`config.mk`:
```
export PLATFORM = sky130hd
export DESIGN_NAME = pmu_core_ovq
export DESIGN_NICKNAME = d
export VERILOG_FILES = /design/src/rtl/pmu_core_ovq.sv
export SDC_FILE = /design/constraint.sdc
export NUM_CORES = 1
export LEC_CHECK = 0
export BUFFER_PORTS_ARGS = -buffer_cell sky130_fd_sc_hd__buf_2
export CAP_MARGIN = 5
export CORE_AREA = 2 2 352 354
export CTS_CLUSTER_DIAMETER = 50
export CTS_CLUSTER_SIZE = 12
export DETAILED_ROUTE_END_ITERATION = 8
export DIE_AREA = 0 0 354 356
export PLACE_DENSITY_LB_ADDON = 0.2
export SLEW_MARGIN = 20
export SYNTH_ARGS = -nofsm -noshare
export SYNTH_HDL_FRONTEND = slang
export SYNTH_SLANG_ARGS = --single-unit
```
`constraint.sdc`:
```
create_clock -name clk_i -period 4.75 [get_ports clk_i]
set_input_delay 0 -clock clk_i [delete_from_list [all_inputs] [get_ports clk_i]]
set_output_delay 0 -clock clk_i [all_outputs]
set_load 0.005 [all_outputs]
```
`src/rtl/pmu_core_ovq.sv`:
```
// rtl/pmu_core_ovq.sv - PMU core with event counters, overflow status and quota engine
//
// Purpose: bank of N_COUNTERS event counters plus configuration registers,
// exchanged with a bus wrapper as a flat register array. Adds per-counter
// overflow detection (maskable, sticky) and a sequential quota engine that
// sums the selected counters and flags when the sum exceeds a limit.
//
// Ports:
//   clk_i          clock, rising edge
//   rstn_i         asynchronous active-low reset
//   regs_i         register image from the wrapper (TOTAL_NREGS x REG_WIDTH)
//   regs_o         internal register values to the wrapper
//   wrapper_we_i   load writable registers from regs_i this cycle
//   events_i       event pulses, one increment per high cycle
//   int_overflow_o overflow interrupt (registered OR of OVF_STATUS)
//   int_quota_o    sticky quota-exceeded interrupt
//
// Register map: 0 CFG (bit0 en, bit1 softrst), 1..N counters, N+1 OVF_MASK,
// N+2 OVF_STATUS (read-only), N+3 QUOTA_MASK, N+4 QUOTA_LIMIT.

module pmu_core_ovq #(
   parameter int  REG_WIDTH   = 32,
   parameter int  N_COUNTERS  = 9,
   localparam int TOTAL_NREGS = N_COUNTERS + 5,
   localparam int SUM_W       = REG_WIDTH + $clog2(N_COUNTERS)
) (
   input  logic                                  clk_i,
   input  logic                                  rstn_i,
   input  logic [TOTAL_NREGS-1:0][REG_WIDTH-1:0] regs_i,
   output logic [TOTAL_NREGS-1:0][REG_WIDTH-1:0] regs_o,
   input  logic                                  wrapper_we_i,
   input  logic [N_COUNTERS-1:0]                 events_i,
   output logic                                  int_overflow_o,
   output logic                                  int_quota_o
);

   localparam int IDX_W      = (N_COUNTERS > 1) ? $clog2(N_COUNTERS) : 1;
   localparam int OVF_MASK_I = N_COUNTERS + 1;
   localparam int OVF_STAT_I = N_COUNTERS + 2;
   localparam int Q_MASK_I   = N_COUNTERS + 3;
   localparam int Q_LIMIT_I  = N_COUNTERS + 4;

   typedef enum logic [1:0] {
      S_IDLE,
      S_ACCUM,
      S_COMPARE
   } state_e;

   // Control bits act in the same cycle they are presented by the wrapper.
   logic en;
   logic softrst;
   assign en      = regs_i[0][0];
   assign softrst = regs_i[0][1];

   // Bits of the wrapper image that have no storage behind them.
   logic unused_regs_bits;
   assign unused_regs_bits = ^{regs_i[0], regs_i[OVF_MASK_I], regs_i[OVF_STAT_I], regs_i[Q_MASK_I]};

   logic [1:0]            cfg_q;
   logic [REG_WIDTH-1:0]  cnt_q [N_COUNTERS];
   logic [REG_WIDTH-1:0]  cnt_d [N_COUNTERS];
   logic [N_COUNTERS-1:0] ovf_mask_q;
   logic [N_COUNTERS-1:0] ovf_status_q, ovf_status_d;
   logic [N_COUNTERS-1:0] quota_mask_q;
   logic [REG_WIDTH-1:0]  quota_limit_q;
   logic                  int_ovf_q;
   logic                  int_quota_q;

   state_e                state_q, state_d;
   logic [SUM_W-1:0]      acc_q;
   logic [IDX_W-1:0]      idx_q;
   logic                  acc_clr, acc_add, quota_hit, run;

   // ------------------------------------------------------------------
   // Counter next-state: softrst > write > increment > hold.
   // Overflow is only recognised on an increment-driven wrap.
   // ------------------------------------------------------------------
   always_comb begin
      ovf_status_d = ovf_status_q;
      for (int k = 0; k < N_COUNTERS; k++) begin
         cnt_d[k] = cnt_q[k];
         if (softrst) begin
            cnt_d[k] = '0;
         end else if (wrapper_we_i) begin
            cnt_d[k] = regs_i[k+1];
         end else if (en && events_i[k]) begin
            cnt_d[k] = cnt_q[k] + REG_WIDTH'(1);
            if ((&cnt_q[k]) && ovf_mask_q[k]) begin
               ovf_status_d[k] = 1'b1;
            end
         end
      end
      if (softrst) begin
         ovf_status_d = '0;
      end
   end

   always_ff @(posedge clk_i or negedge rstn_i) begin
      if (!rstn_i) begin
         for (int k = 0; k < N_COUNTERS; k++) begin
            cnt_q[k] <= '0;
         end
         cfg_q         <= '0;
         ovf_mask_q    <= '0;
         ovf_status_q  <= '0;
         quota_mask_q  <= '0;
         quota_limit_q <= '0;
         int_ovf_q     <= 1'b0;
      end else begin
         for (int k = 0; k < N_COUNTERS; k++) begin
            cnt_q[k] <= cnt_d[k];
         end
         ovf_status_q <= ovf_status_d;
         int_ovf_q    <= |ovf_status_q;
         if (wrapper_we_i) begin
            cfg_q         <= regs_i[0][1:0];
            ovf_mask_q    <= regs_i[OVF_MASK_I][N_COUNTERS-1:0];
            quota_mask_q  <= regs_i[Q_MASK_I][N_COUNTERS-1:0];
            quota_limit_q <= regs_i[Q_LIMIT_I];
         end
      end
   end

   // ------------------------------------------------------------------
   // Quota FSM: IDLE -> ACCUM (N cycles) -> COMPARE -> IDLE.
   // ------------------------------------------------------------------
   assign run = en && !softrst;

   always_ff @(posedge clk_i or negedge rstn_i) begin
      if (!rstn_i) begin
         state_q <= S_IDLE;
      end else begin
         state_q <= state_d;
      end
   end

   always_comb begin
      state_d = state_q;
      if (!run) begin
         state_d = S_IDLE;
      end else begin
         case (state_q)
            S_IDLE:    state_d = S_ACCUM;
            S_ACCUM:   if (idx_q == IDX_W'(N_COUNTERS - 1)) state_d = S_COMPARE;
            S_COMPARE: state_d = S_IDLE;
            default:   state_d = S_IDLE;
         endcase
      end
   end

   always_comb begin
      acc_clr   = run && (state_q == S_IDLE);
      acc_add   = run && (state_q == S_ACCUM) && quota_mask_q[idx_q];
      quota_hit = run && (state_q == S_COMPARE) && (acc_q > SUM_W'(quota_limit_q));
   end

   // Each counter is sampled live in its own ACCUM cycle, so writes made
   // during a scan are seen from the next sampled index onward.
   always_ff @(posedge clk_i or negedge rstn_i) begin
      if (!rstn_i) begin
         acc_q       <= '0;
         idx_q       <= '0;
         int_quota_q <= 1'b0;
      end else begin
         if (acc_clr) begin
            acc_q <= '0;
            idx_q <= '0;
         end else if (state_q == S_ACCUM) begin
            if (acc_add) begin
               acc_q <= acc_q + SUM_W'(cnt_q[idx_q]);
            end
            idx_q <= idx_q + IDX_W'(1);
         end
         if (softrst) begin
            int_quota_q <= 1'b0;
         end else if (quota_hit) begin
            int_quota_q <= 1'b1;
         end
      end
   end

   // ------------------------------------------------------------------
   // Register read-back; unused bits read 0.
   // ------------------------------------------------------------------
   always_comb begin
      regs_o = '0;
      regs_o[0][1:0] = cfg_q;
      for (int k = 0; k < N_COUNTERS; k++) begin
         regs_o[k+1] = cnt_q[k];
      end
      regs_o[OVF_MASK_I][N_COUNTERS-1:0] = ovf_mask_q;
      regs_o[OVF_STAT_I][N_COUNTERS-1:0] = ovf_status_q;
      regs_o[Q_MASK_I][N_COUNTERS-1:0]   = quota_mask_q;
      regs_o[Q_LIMIT_I]                  = quota_limit_q;
   end

   assign int_overflow_o = int_ovf_q;
   assign int_quota_o    = int_quota_q;

endmodule

```
==> out/qor.tcl, run 1 <==
set qor(timing.critical_path.slowest_cell_delay_ns) 0.67
set qor(peakVddDrop_v) 0.0002389
set qor(finalSetupViolations) 0
set qor(yosys_warnings) 0
set qor(largest_fanout_on_the_critical_path) 15
set qor(leakage_nw) 18.05
set qor(critPathKind) {reg2reg}
set qor(timing.critical_path.to_type) {flop}
set qor(smallest_hold_slack_ns) 0.04605
set qor(htree_num_levels) 3
set qor(synth_top_cell_area_share) 0.3638
set qor(period_share) 0.9179
set qor(cpLargestDelayFamily) {simple AND/OR/NAND/NOR gates}
set qor(post_synth_instance_area_um2) 27030
set qor(netlist_instances) 3191
set qor(initial_core_util) 0.2204
set qor(postSynth.topFlopCell) {sky130_fd_sc_hd__dfrtp_1}
set qor(vertical_die_dimension_um) 356
set qor(async_flop_share) 1.000
set qor(fin_nets) 4874
set qor(routabilityCongestion) 0.8923
set qor(grt_ovf) 0
set qor(worst_slew_pin_slew_ns) 1.082
set qor(final_ws_setup_ns) 0.3898
set qor(postRouteAntennaNets) 0
set qor(number_of_buffers_inserted_by_port_buffering) 702
set qor(path_clk_slew_ns) 0.05
set qor(detailedRoute.firstPassIterationCount) 5
set qor(cts_buffers) 89
set qor(path_length_in_cells_of_the_critical_path) 14
set qor(dieArea_um2) 126000
set qor(worstHoldPathCells) 7
set qor(synth_seq_area_share) 0.3638
set qor(route.detailed.wl_per_inst_um) 25.00
set qor(required_ns) 5.31
set qor(vias_per_inst) 4.928
set qor(tritoncts_clock_tree) {yes}
set qor(critical-path-slowest-cell) {sky130_fd_sc_hd__dfrtp_4}
set qor(reg2reg_depth) 14
set qor(ys_top_cells_by_area) {sky130_fd_sc_hd__dfrtp_1 36%, sky130_fd_sc_hd__a21oi_1 7.6%, sky130_fd_sc_hd__nand2_1 5.7%}
set qor(floorplan.rows) 129
set qor(timing.clock.skew_ns) 0.02989
set qor(place_hpwl_mm) 116.4
set qor(timing_max_transition_violations_final) 0
set qor(timing.max_cap.violations) 0
set qor(final.min_clock_period_ns) 4.360
set qor(largest_net_degree_at_the_start_of_global_routing) 152
set qor(aggregate_global_route_resource_usage) 0.2314
set qor(synthToLayoutAreaGrowth_pct) 47.93
set qor(core_area_um2) 122700
set qor(netlist.top_cell.by_area) {sky130_fd_sc_hd__dfrtp_1}
set qor(antenna_found_initial) 30
set qor(drt_wl_total_mm) 151.4
set qor(outcome) {complete, no violations}
set qor(critPathBufInv) 2
set qor(cts.sink_count) 393
set qor(post-route-drc-count) 0
set qor(ios) 910
set qor(drive_gt1_frac) 0.2474
set qor(vias) 29850
set qor(design_power_total_mw) 13.82
set qor(timing.final.hold_violations) 0
set qor(ys_types) 89
set qor(core_occupancy_in_the_finished_layout) 0.3260
set qor(timing.critical_path.from_type) {flop}
set qor(die_width_um) 354
set qor(holdCritPathClass) {in2reg}
set qor(tns_ns) 0
set qor(grt_first_pass_wirelength_mm) 212.8
set qor(timing.max_slew.rel_slack) 0.2732
set qor(ys_top_cells_by_count) {413 x sky130_fd_sc_hd__nand2_1, 410 x sky130_fd_sc_hd__a21oi_1, 393 x sky130_fd_sc_hd__dfrtp_1}
set qor(detailedRoute.firstIterationViolations) 2383
set qor(cts_resized) 0
set qor(post_synth_edffs) 0
set qor(total_power_divided_by_cell_area_nw_per_um2) 345.5
set qor(maximum_clock_rate_ghz) 0.2294
set qor(first_global_vias) 29180
set qor(post-place-ws_ns) 0.2269
set qor(timing.critical_path.arrival_ns) 4.92
set qor(cts_root_buf) {sky130_fd_sc_hd__clkbuf_16}
set qor(synthesis.area_per_instance_um2) 8.472
set qor(synth.most_common_cell) {sky130_fd_sc_hd__nand2_1}
set qor(setup_repair_after_global_routing_missed_its_margin) {no}
set qor(clk_latency_ns) 0.67
set qor(register_bit_total_from_synthesis) 393
set qor(ctsLongestPathBuffers) 3
set qor(crit_chain) {buf_4 > mux4_2 > mux2i_1 > o21ai_0 > ha_1 > and3_1 > nor2b_1 > and3_1 > o2111ai_2 > a21o_1 > buf_4 > a2111oi_2 > nor3_1 > nor3_1}
[cell type report]
cell class	instances	area, um^2
Sequential cell	393	9843
Inverter	70	267.8
Antenna cell	10	25.02
Clock buffer	109	2434
Fill cell	13100	82680
Clock inverter	54	748.2
Tap cell	1637	2048
Timing Repair Buffer	1232	8750
Multi-Input combinational cell	2552	15880
[tightest hold or removal path, cell delays in order]
cell and delay (ns):
sky130_fd_sc_hd__buf_2 0.11, sky130_fd_sc_hd__nand2_1 0.07, sky130_fd_sc_hd__buf_4 0.18, sky130_fd_sc_hd__nand2_1 0.07, sky130_fd_sc_hd__a21oi_1 0.07, sky130_fd_sc_hd__a21oi_1 0.11, sky130_fd_sc_hd__nor2_1 0.05
[timing repair]
item | 4_1_cts | 5_1_grt
setup endpoints to repair | 0 | 3
hold buffers | 442 | 0
endpoints found under the hold margin | 426 | 0
buffers inserted | 0 | 1
[kinds of logic after synthesis]
kind of cell / share of synthesized area
xor gates and xnor gates: 0.05119
other: 0.0001387
DFF: 0.3638
and+or+nand+nor: 0.2127
AOI/OAI and AO/OA: 0.1899
adders and majority gates: 0.03545
buffers and inverters: 0.06322
muxes: 0.08359
[path summary, 6_finish.rpt]
check                                           from  slack, ns                 endpoint
worst max-delay path            idx_q[0]$_DFFE_PN0P_       0.39    acc_q[35]$_DFFE_PN0P_
worst min-delay path                     events_i[8]       0.05  regs_o[289]$_DFFE_PN0P_
worst max register to register  idx_q[0]$_DFFE_PN0P_       0.39    acc_q[35]$_DFFE_PN0P_
worst min register to register  cfg_q[1]$_DFFE_PN0P_       0.51     cfg_q[1]$_DFFE_PN0P_
max in group asynchronous                     rstn_i       3.21  regs_o[262]$_DFFE_PN0P_
min in group asynchronous                     rstn_i       0.45  regs_o[133]$_DFFE_PN0P_
[report_power, final]
part | leakage (nW) | switching [mW] | internal [mW]
clock network | 1.54 | 2.32 | 4.42
logic | 11.3 | 1.73 | 1.41
registers | 5.23 | 0.381 | 3.55
total | 18.0 | 4.44 | 9.38
[layout by cell type (no fill, tap or decap), types with 14 or more instances in the layout]
| cell | n |
|---|---|
| sky130_fd_sc_hd__clkbuf_16 | 90 |
| sky130_fd_sc_hd__o21ai_0 | 190 |
| sky130_fd_sc_hd__bufinv_16 | 14 |
| sky130_fd_sc_hd__dfrtp_1 | 390 |
| sky130_fd_sc_hd__mux4_2 | 64 |
| sky130_fd_sc_hd__nand2_1 | 413 |
| sky130_fd_sc_hd__a32o_1 | 21 |
| sky130_fd_sc_hd__nand4_1 | 55 |
| sky130_fd_sc_hd__inv_1 | 69 |
| sky130_fd_sc_hd__a21oi_1 | 410 |
| sky130_fd_sc_hd__conb_1 | 99 |
| sky130_fd_sc_hd__or3_1 | 25 |
| sky130_fd_sc_hd__dlygate4sd3_1 | 441 |
| sky130_fd_sc_hd__o31ai_1 | 22 |
| sky130_fd_sc_hd__and2_1 | 26 |
| sky130_fd_sc_hd__and3_1 | 56 |
| sky130_fd_sc_hd__mux2_2 | 20 |
| sky130_fd_sc_hd__a31oi_1 | 27 |
| sky130_fd_sc_hd__xor2_1 | 81 |
| sky130_fd_sc_hd__a21o_1 | 33 |
| sky130_fd_sc_hd__buf_2 | 699 |
| sky130_fd_sc_hd__xnor2_1 | 77 |
| sky130_fd_sc_hd__a2111oi_0 | 14 |
| sky130_fd_sc_hd__buf_4 | 79 |
| sky130_fd_sc_hd__mux2i_1 | 54 |
| sky130_fd_sc_hd__nor2_1 | 331 |
| sky130_fd_sc_hd__a211oi_1 | 34 |
| sky130_fd_sc_hd__ha_1 | 75 |
| sky130_fd_sc_hd__a22o_1 | 22 |
| sky130_fd_sc_hd__nor3_1 | 76 |
| sky130_fd_sc_hd__nand3_1 | 121 |
[registers in the layout, indices dropped and copies added, names as in the netlist]
signal and count:
acc_q 36, cfg_q 2, idx_q 4, int_overflow_o 1, int_quota_o 1, ovf_mask_q 9
ovf_status_q 9, quota_limit_q 32, quota_mask_q 9, regs_o 288, state_q 2
[stage by stage]
step           instance area (um^2)  std cells
2_1_floorplan                 27400       3289
3_3_place_gp                  32330       5441
3_5_place_dp                  32330       5441
4_1_cts                       39950       6046
5_1_grt                       39980       6051
6_report                      39990       6057
[metal layers]
| layer | track usage | routed length (um) |
|---|---|---|
| met1 | 0.3086 | 65540 |
| met2 | 0.3568 | 67230 |
| met3 | 0.05618 | 11910 |
| met4 | 0.09627 | 6604 |
| met5 | 0 | 128 |
No activity file was read; power rests on OpenSTA's default activity.
==> run 2, diff against run 1 <==
- PLACE_DENSITY: not set -> 0.43
- PLACE_DENSITY_LB_ADDON: 0.2 -> not set
==> out/qor.tcl, run 2 (same netlist as run 1, synthesis figures left out) <==
set qor(multi_input_comb_area_um2) 15870 ;# about the same
set qor(place_hpwl_mm) 117.5 ;# +0.96%
set qor(critical_path.reg2reg.startpoint) {idx_q[0]$_DFFE_PN0P_}
set qor(floorplan.rows) 129 ;# unchanged
set qor(total_power_divided_by_cell_area_nw_per_um2) 343.5 ;# -0.60%
set qor(outcome) {complete, no violations}
set qor(regToRegSetupSlack_ns) 0.40 ;# about the same
set qor(timing.critical_path.slowest_cell_delay_ns) 0.64 ;# -0.03 ns
set qor(ctsLongestPathBuffers) 3 ;# unchanged
set qor(finalSetupViolations) 0 ;# unchanged
set qor(route.detailed.wl_per_inst_um) 25.30 ;# +1.2%
set qor(final.min_clock_period_ns) 4.349 ;# -0.01165 ns
set qor(aggregate_global_route_resource_usage) 0.2357 ;# +0.004340
set qor(timing.max_slew.rel_slack) 0.2545 ;# -0.01870
set qor(worstHoldPathCells) 2 ;# -5
set qor(largest_fanout_on_the_critical_path) 29 ;# +14
set qor(critPathKind) {reg2reg}
set qor(crit_chain) {buf_12 > buf_4 > nor4b_4 > buf_4 > nand2_1 > o21ai_0 > ha_1 > and3_1 > and3_1 > a211o_1 > a31oi_1 > o21ai_1 > a2111oi_0 > a31oi_1 > a22oi_1}
set qor(critical-path-slowest-cell) {sky130_fd_sc_hd__dfrtp_4}
set qor(flip_flop_count_of_the_largest_register_all_copies_and_words_added) 288 ;# unchanged
set qor(holdCritPathClass) {in2reg}
set qor(ios) 910 ;# unchanged
set qor(timing_max_transition_violations_final) 0 ;# unchanged
set qor(peakVddDrop_v) 0.0002560 ;# +7.1%
set qor(timing.max_cap.violations) 0 ;# unchanged
set qor(routabilityCongestion) 0.8895 ;# -0.31%
set qor(drt_wl_total_mm) 153.6 ;# +1.4%
set qor(cts_root_buf) {sky130_fd_sc_hd__clkbuf_16}
set qor(fin_nets) 4888 ;# +0.29%
set qor(holdCritStartpoint) {regs_i[1]}
set qor(worst_slew_pin_slew_ns) 1.114 ;# +0.03226 ns
set qor(critPathBufInv) 3 ;# +1
set qor(clk_latency_ns) 0.71 ;# +0.04 ns
set qor(timing.final.hold_violations) 0 ;# unchanged
set qor(tns_ns) 0 ;# unchanged
set qor(vias) 30060 ;# +0.70%
set qor(vertical_die_dimension_um) 356 ;# unchanged
set qor(path_clk_slew_ns) 0.05 ;# about the same
set qor(tritoncts_clock_tree) {yes}
set qor(mostFrequentLayoutCells) {699 x sky130_fd_sc_hd__buf_2, 449 x sky130_fd_sc_hd__dlygate4sd3_1, 413 x sky130_fd_sc_hd__nand2_1}
set qor(detailedRoute.firstPassIterationCount) 5 ;# unchanged
set qor(first_global_vias) 29390 ;# +0.74%
set qor(leakage_nw) 18.17 ;# +0.69%
set qor(timing.clock.skew_ns) 0.04665 ;# +0.01676 ns
set qor(layout.cells.most_common) {sky130_fd_sc_hd__buf_2}
set qor(reg2reg_to) {acc_q[27]$_DFFE_PN0P_}
set qor(synthToLayoutAreaGrowth_pct) 48.31
set qor(timing.critical_path.to_type) {flop}
set qor(sequential_cell_area_um2) 9843 ;# unchanged
set qor(post-route-drc-count) 0 ;# unchanged
set qor(dieArea_um2) 126000 ;# unchanged
set qor(maximum_clock_rate_ghz) 0.2300 ;# +0.27%
set qor(drive_gt1_frac) 0.2471 ;# -0.0002749
set qor(timing.critical_path.from_type) {flop}
set qor(worst_hold_path.endpoint) {regs_o[261]$_DFFE_PN0P_}
set qor(cpLargestDelayFamily) {compound AO/OA/AOI/OAI gates}
set qor(number_of_buffers_inserted_by_port_buffering) 702 ;# unchanged
set qor(htree_num_levels) 3 ;# unchanged
set qor(setup_repair_after_global_routing_missed_its_margin) {no}
set qor(reg2reg_depth) 15 ;# +1
set qor(postRouteAntennaNets) 0 ;# unchanged
set qor(largest_net_degree_at_the_start_of_global_routing) 101 ;# -34%
set qor(cts_resized) 0 ;# unchanged
set qor(vias_per_inst) 4.952 ;# +0.49%
set qor(required_ns) 5.33 ;# +0.02 ns
set qor(grt_first_pass_wirelength_mm) 216.5 ;# +1.7%
set qor(nFillCells) 13120 ;# +0.15%
set qor(cts_buffers) 89 ;# unchanged
set qor(core_area_um2) 122700 ;# unchanged
set qor(timing.critical_path.arrival_ns) 4.93 ;# about the same
set qor(die_width_um) 354 ;# unchanged
set qor(detailedRoute.firstIterationViolations) 2402 ;# +0.80%
set qor(grt_ovf) 0 ;# unchanged
set qor(design_power_total_mw) 13.77 ;# -0.34%
set qor(period_share) 0.9155 ;# -0.002453
set qor(initial_core_util) 0.2204 ;# unchanged
set qor(antenna_found_initial) 25 ;# -17%
set qor(cts.sink_count) 393 ;# unchanged
[run 2: cell types whose count changed in the layout (fill, tap and decap cells not counted), sizes merged]
cell,previous run,this run
clkinv,15,19
clkbuf,110,117
bufinv,14,12
dlygate4sd3,441,449
inv,85,75
buf,790,796
[run 2: power by group]
group	total (mW)	switching [mW]	internal, mW
registers	3.96	0.405	3.55
logic	3.15	1.73	1.41
clock network	6.67	2.29	4.38
total	13.8	4.43	9.35
[run 2: how the worst max path moves through the flow]
stage                              start  depth (start not counted)  slack (ns)               endpoint
floorplan           idx_q[1]$_DFFE_PN0P_                         15        0.78  acc_q[31]$_DFFE_PN0P_
global placement    idx_q[0]$_DFFE_PN0P_                         14        0.41  acc_q[33]$_DFFE_PN0P_
detailed placement  idx_q[0]$_DFFE_PN0P_                         14        0.44  acc_q[33]$_DFFE_PN0P_
CTS                 idx_q[0]$_DFFE_PN0P_                         13        0.42  acc_q[30]$_DFFE_PN0P_
global route        idx_q[0]$_DFFE_PN0P_                         14        0.16  acc_q[33]$_DFFE_PN0P_
finish              idx_q[0]$_DFFE_PN0P_                         15        0.40  acc_q[27]$_DFFE_PN0P_
[run 2: routing by layer]
layer  up-vias  part of all wire  global-route usage
met5         -           0.00098                   0
met4        24             0.033             0.07975
met3       232             0.073             0.05716
met2      1194              0.45              0.3746
met1     14910              0.44              0.3123
li1      13700                 -                   -
[run 2: through the flow]
stage          utilization  std cells  setup WS, ns  instance area (um^2)  hold WS, ns
6_report            0.3268       6070        0.4015                 40090      0.05592
3_3_place_gp        0.2641       5448        0.4147                 32390      0.07184
5_1_grt             0.3267       6065        0.1585                 40080      0.04533
3_5_place_dp        0.2641       5448        0.4382                 32390      0.06820
4_1_cts             0.3266       6060        0.4160                 40070    0.0008187
2_1_floorplan            -       3289        0.7801                 27400      -0.2956
[run 2: repair_timing]
action,CTS,global route
endpoints found under the hold margin,546,0
setup endpoints to repair,0,0
hold buffers,450,0
buffers inserted,0,0
[run 2: final cells by class]
class / instances / share of cell area
flip-flops and latches: 393 / 0.2455
inverters: 70 / 0.006678
multi-input cells: 2552 / 0.3959
clock buffers: 116 / 0.06288
diodes: 10 / 0.0006241
repair buffers: 1246 / 0.2215
clock inverters: 46 / 0.01579
well taps: 1637 / 0.05109
==> run 3, diff against run 2 <==
- BUFFER_PORTS_ARGS: -buffer_cell sky130_fd_sc_hd__buf_2 -> not set
- DONT_BUFFER_PORTS: not set -> 1
- PLACE_DENSITY: 0.43 -> 0.36
==> out/qor.tcl, run 3 (same netlist as run 1, synthesis figures left out) <==
set qor(cts_resized) 0 ;# unchanged
set qor(setup_repair_after_global_routing_missed_its_margin) {no}
set qor(p_sw_mw) 4.299 ;# -2.8%
set qor(number_of_buffers_inserted_by_port_buffering) 0 ;# -100%
set qor(clk_latency_ns) 0.69 ;# -0.02 ns
set qor(internal-power_mw) 9.041 ;# -3.3%
set qor(cts.sink_count) 393 ;# unchanged
set qor(route.detailed.wl_per_inst_um) 27.59 ;# +9.0%
set qor(timing.clock.skew_ns) 0.02794 ;# -0.01871 ns
set qor(cts_buffers) 90 ;# +1.1%
set qor(timing.critical_path.slowest_cell_delay_ns) 0.80 ;# +0.16 ns
set qor(peakVddDrop_v) 0.0002535 ;# -0.96%
set qor(worst_slew_pin_slew_ns) 1.107 ;# -0.007353 ns
set qor(timing.max_slew.rel_slack) 0.2621 ;# +0.007647
set qor(smallest_hold_slack_ns) -0.9711 ;# -1.027 ns
set qor(grt_ovf) 0 ;# unchanged
set qor(htree_num_levels) 3 ;# unchanged
set qor(required_ns) 5.35 ;# +0.02 ns
set qor(detailedRoute.firstPassIterationCount) 5 ;# unchanged
set qor(place_hpwl_mm) 110.7 ;# -5.7%
set qor(power.share.sequential) 0.306 ;# +0.019
set qor(drt_wl_total_mm) 152.9 ;# -0.44%
set qor(critical-path-slowest-cell) {sky130_fd_sc_hd__dfrtp_4}
set qor(grt_first_pass_wirelength_mm) 214.8 ;# -0.78%
set qor(timing.final.hold_violations) 393 ;# +393
set qor(dieArea_um2) 126000 ;# unchanged
set qor(aggregate_global_route_resource_usage) 0.2344 ;# -0.001305
set qor(timing.critical_path.to_type) {flop}
set qor(switching_share) 0.3223 ;# +0.0009103
set qor(core_area_um2) 122700 ;# unchanged
set qor(antenna_found_initial) 40 ;# +60%
set qor(routabilityCongestion) 0.8591 ;# -3.4%
set qor(holdBufCountCts) 613 ;# +36%
set qor(flip_flop_count_of_the_largest_register_all_copies_and_words_added) 288 ;# unchanged
set qor(pwr-share-comb) 0.211 ;# -0.017
set qor(die_width_um) 354 ;# unchanged
set qor(layout.cells.most_common) {sky130_fd_sc_hd__dlygate4sd3_1}
set qor(vias_per_inst) 5.103 ;# +3.1%
set qor(outcome) {complete, but fails checks}
set qor(initial_core_util) 0.2204 ;# unchanged
set qor(crit_chain) {buf_12 > mux4_2 > mux2i_1 > buf_4 > o21ai_0 > ha_1 > and3_1 > and3_1 > a211o_1 > a31oi_1 > o21ai_1 > a2111oi_0 > a31oi_1 > a22oi_1}
set qor(detailedRoute.firstIterationViolations) 2491 ;# +3.7%
set qor(reg2reg_to) {acc_q[27]$_DFFE_PN0P_}
set qor(path_clk_slew_ns) 0.05 ;# about the same
set qor(cts_post_setup_buffers_inserted) 0 ;# unchanged
set qor(power.share.clock) 0.483 ;# about the same
set qor(ios) 910 ;# unchanged
set qor(fin_nets) 4347 ;# -11%
set qor(tritoncts_clock_tree) {yes}
set qor(area_after_dpl_um2) 28770 ;# -11%
set qor(timing.critical_path.arrival_ns) 5.03 ;# +0.10 ns
set qor(reg2reg_depth) 14 ;# -1
set qor(core_occupancy_in_the_finished_layout) 0.3108 ;# -0.01600
set qor(cts_root_buf) {sky130_fd_sc_hd__clkbuf_16}
set qor(postRouteAntennaNets) 0 ;# unchanged
set qor(mostFrequentLayoutCells) {611 x sky130_fd_sc_hd__dlygate4sd3_1, 413 x sky130_fd_sc_hd__nand2_1, 410 x sky130_fd_sc_hd__a21oi_1}
set qor(total_power_divided_by_cell_area_nw_per_um2) 349.9 ;# +1.9%
set qor(final.min_clock_period_ns) 4.437 ;# +0.08863 ns
set qor(finalSetupViolations) 0 ;# unchanged
set qor(synthToLayoutAreaGrowth_pct) 41.05
set qor(period_share) 0.9341 ;# +0.01866
set qor(post-route-drc-count) 0 ;# unchanged
set qor(failed_checks) {negative hold slack}
set qor(regToRegSetupSlack_ns) 0.31 ;# -0.09 ns
set qor(drive_gt1_frac) 0.1017 ;# -0.1454
set qor(floorplan.rows) 129 ;# unchanged
set qor(vertical_die_dimension_um) 356 ;# unchanged
set qor(critPathKind) {reg2reg}
set qor(timing.max_cap.violations) 0 ;# unchanged
set qor(critical_path.reg2reg.startpoint) {idx_q[0]$_DFFE_PN0P_}
set qor(maximum_clock_rate_ghz) 0.2254 ;# -2.0%
set qor(tns_ns) 0 ;# unchanged
set qor(leakage_nw) 15.47 ;# -15%
set qor(timing.critical_path.from_type) {flop}
set qor(first_global_vias) 28090 ;# -4.4%
set qor(largest_net_degree_at_the_start_of_global_routing) 394 ;# +290%
set qor(holdCritPathClass) {in2async}
set qor(largest_fanout_on_the_critical_path) 38 ;# +31%
set qor(timing_max_transition_violations_final) 0 ;# unchanged
set qor(layout.cell_area.non_filler_um2) 38130 ;# -4.9%
set qor(vias) 28280 ;# -5.9%
set qor(ctsLongestPathBuffers) 3 ;# unchanged
[run 3: changes by cell type in the layout (fill, tap and decap cells not counted), moves of 2 or more]
cell                            before  now
sky130_fd_sc_hd__buf_4              85   83
sky130_fd_sc_hd__buf_16              1    4
sky130_fd_sc_hd__inv_6               5    8
sky130_fd_sc_hd__buf_12              9    6
sky130_fd_sc_hd__clkbuf_1           10    8
sky130_fd_sc_hd__dlygate4sd3_1     449  611
sky130_fd_sc_hd__diode_2            10   22
sky130_fd_sc_hd__buf_2             699    0
sky130_fd_sc_hd__buf_8               2    0
sky130_fd_sc_hd__clkinvlp_4         10   15
sky130_fd_sc_hd__bufinv_16          12    7
[run 3: layout make-up]
class,count,area (um^2)
diodes,22,55.05
clock buffers,115,2539
clock inverters,49,524.3
fillers,13110,84540
inverters,70,267.8
multi-input cells,2552,15880
flip-flops and latches,393,9843
well taps,1637,2048
repair buffers,704,6969
[run 3: routing by layer]
layer  part of all wire  up-vias  global-route usage  routed length (um)
met5            0.00096        -                   0                 147
met4              0.029       22             0.07780                4498
met3              0.081      210             0.06755               12310
met2               0.47     1099              0.3787               71340
met1               0.42    14310              0.2994               64610
li1                   -    12640                   -                   -
[run 3: stage by stage]
stage	hold slack (ns)	power [mW]	instances	setup slack [ns]
6_report	-0.9711	13.34	5542	0.3129
2_1_floorplan	-0.2956	5.451	3289	0.7801
5_1_grt	-1.007	13.89	5532	0.002697
4_1_cts	-1.046	13.51	5517	0.3164
3_3_place_gp	-0.2817	6.376	4740	0.3449
3_5_place_dp	-0.2791	6.386	4740	0.3301
[run 3: critical path, delay by kind of cell (launching register included)]
kind	cells	cell delay, ns
buf+inv	2	0.54
fa+ha+maj	1	0.34
simple gates	2	0.38
flops	1	0.80
compound gates	7	1.90
mux	2	0.34
[run 3: how the worst max path moves through the flow]
stage                    startpoint                    end  cells past startpoint
2_1_floorplan  idx_q[1]$_DFFE_PN0P_  acc_q[31]$_DFFE_PN0P_                     15
3_3_place_gp   idx_q[0]$_DFFE_PN0P_  acc_q[31]$_DFFE_PN0P_                     12
3_5_place_dp   idx_q[0]$_DFFE_PN0P_  acc_q[22]$_DFFE_PN0P_                     14
4_1_cts        idx_q[0]$_DFFE_PN0P_  acc_q[22]$_DFFE_PN0P_                     14
5_1_grt        idx_q[0]$_DFFE_PN0P_  acc_q[22]$_DFFE_PN0P_                     14
6_report       idx_q[0]$_DFFE_PN0P_  acc_q[27]$_DFFE_PN0P_                     14
[run 3: power by group through the flow]
stage                     clock (mW)  sequential (mW)  combinational, mW
after floorplan                    0             3.79               1.66
after global placement             0             4.14               2.24
after detailed placement           0             4.14               2.25
after CTS                       6.59             4.08               2.83
after global routing            6.74             4.11               3.04
final                           6.45             4.08               2.82
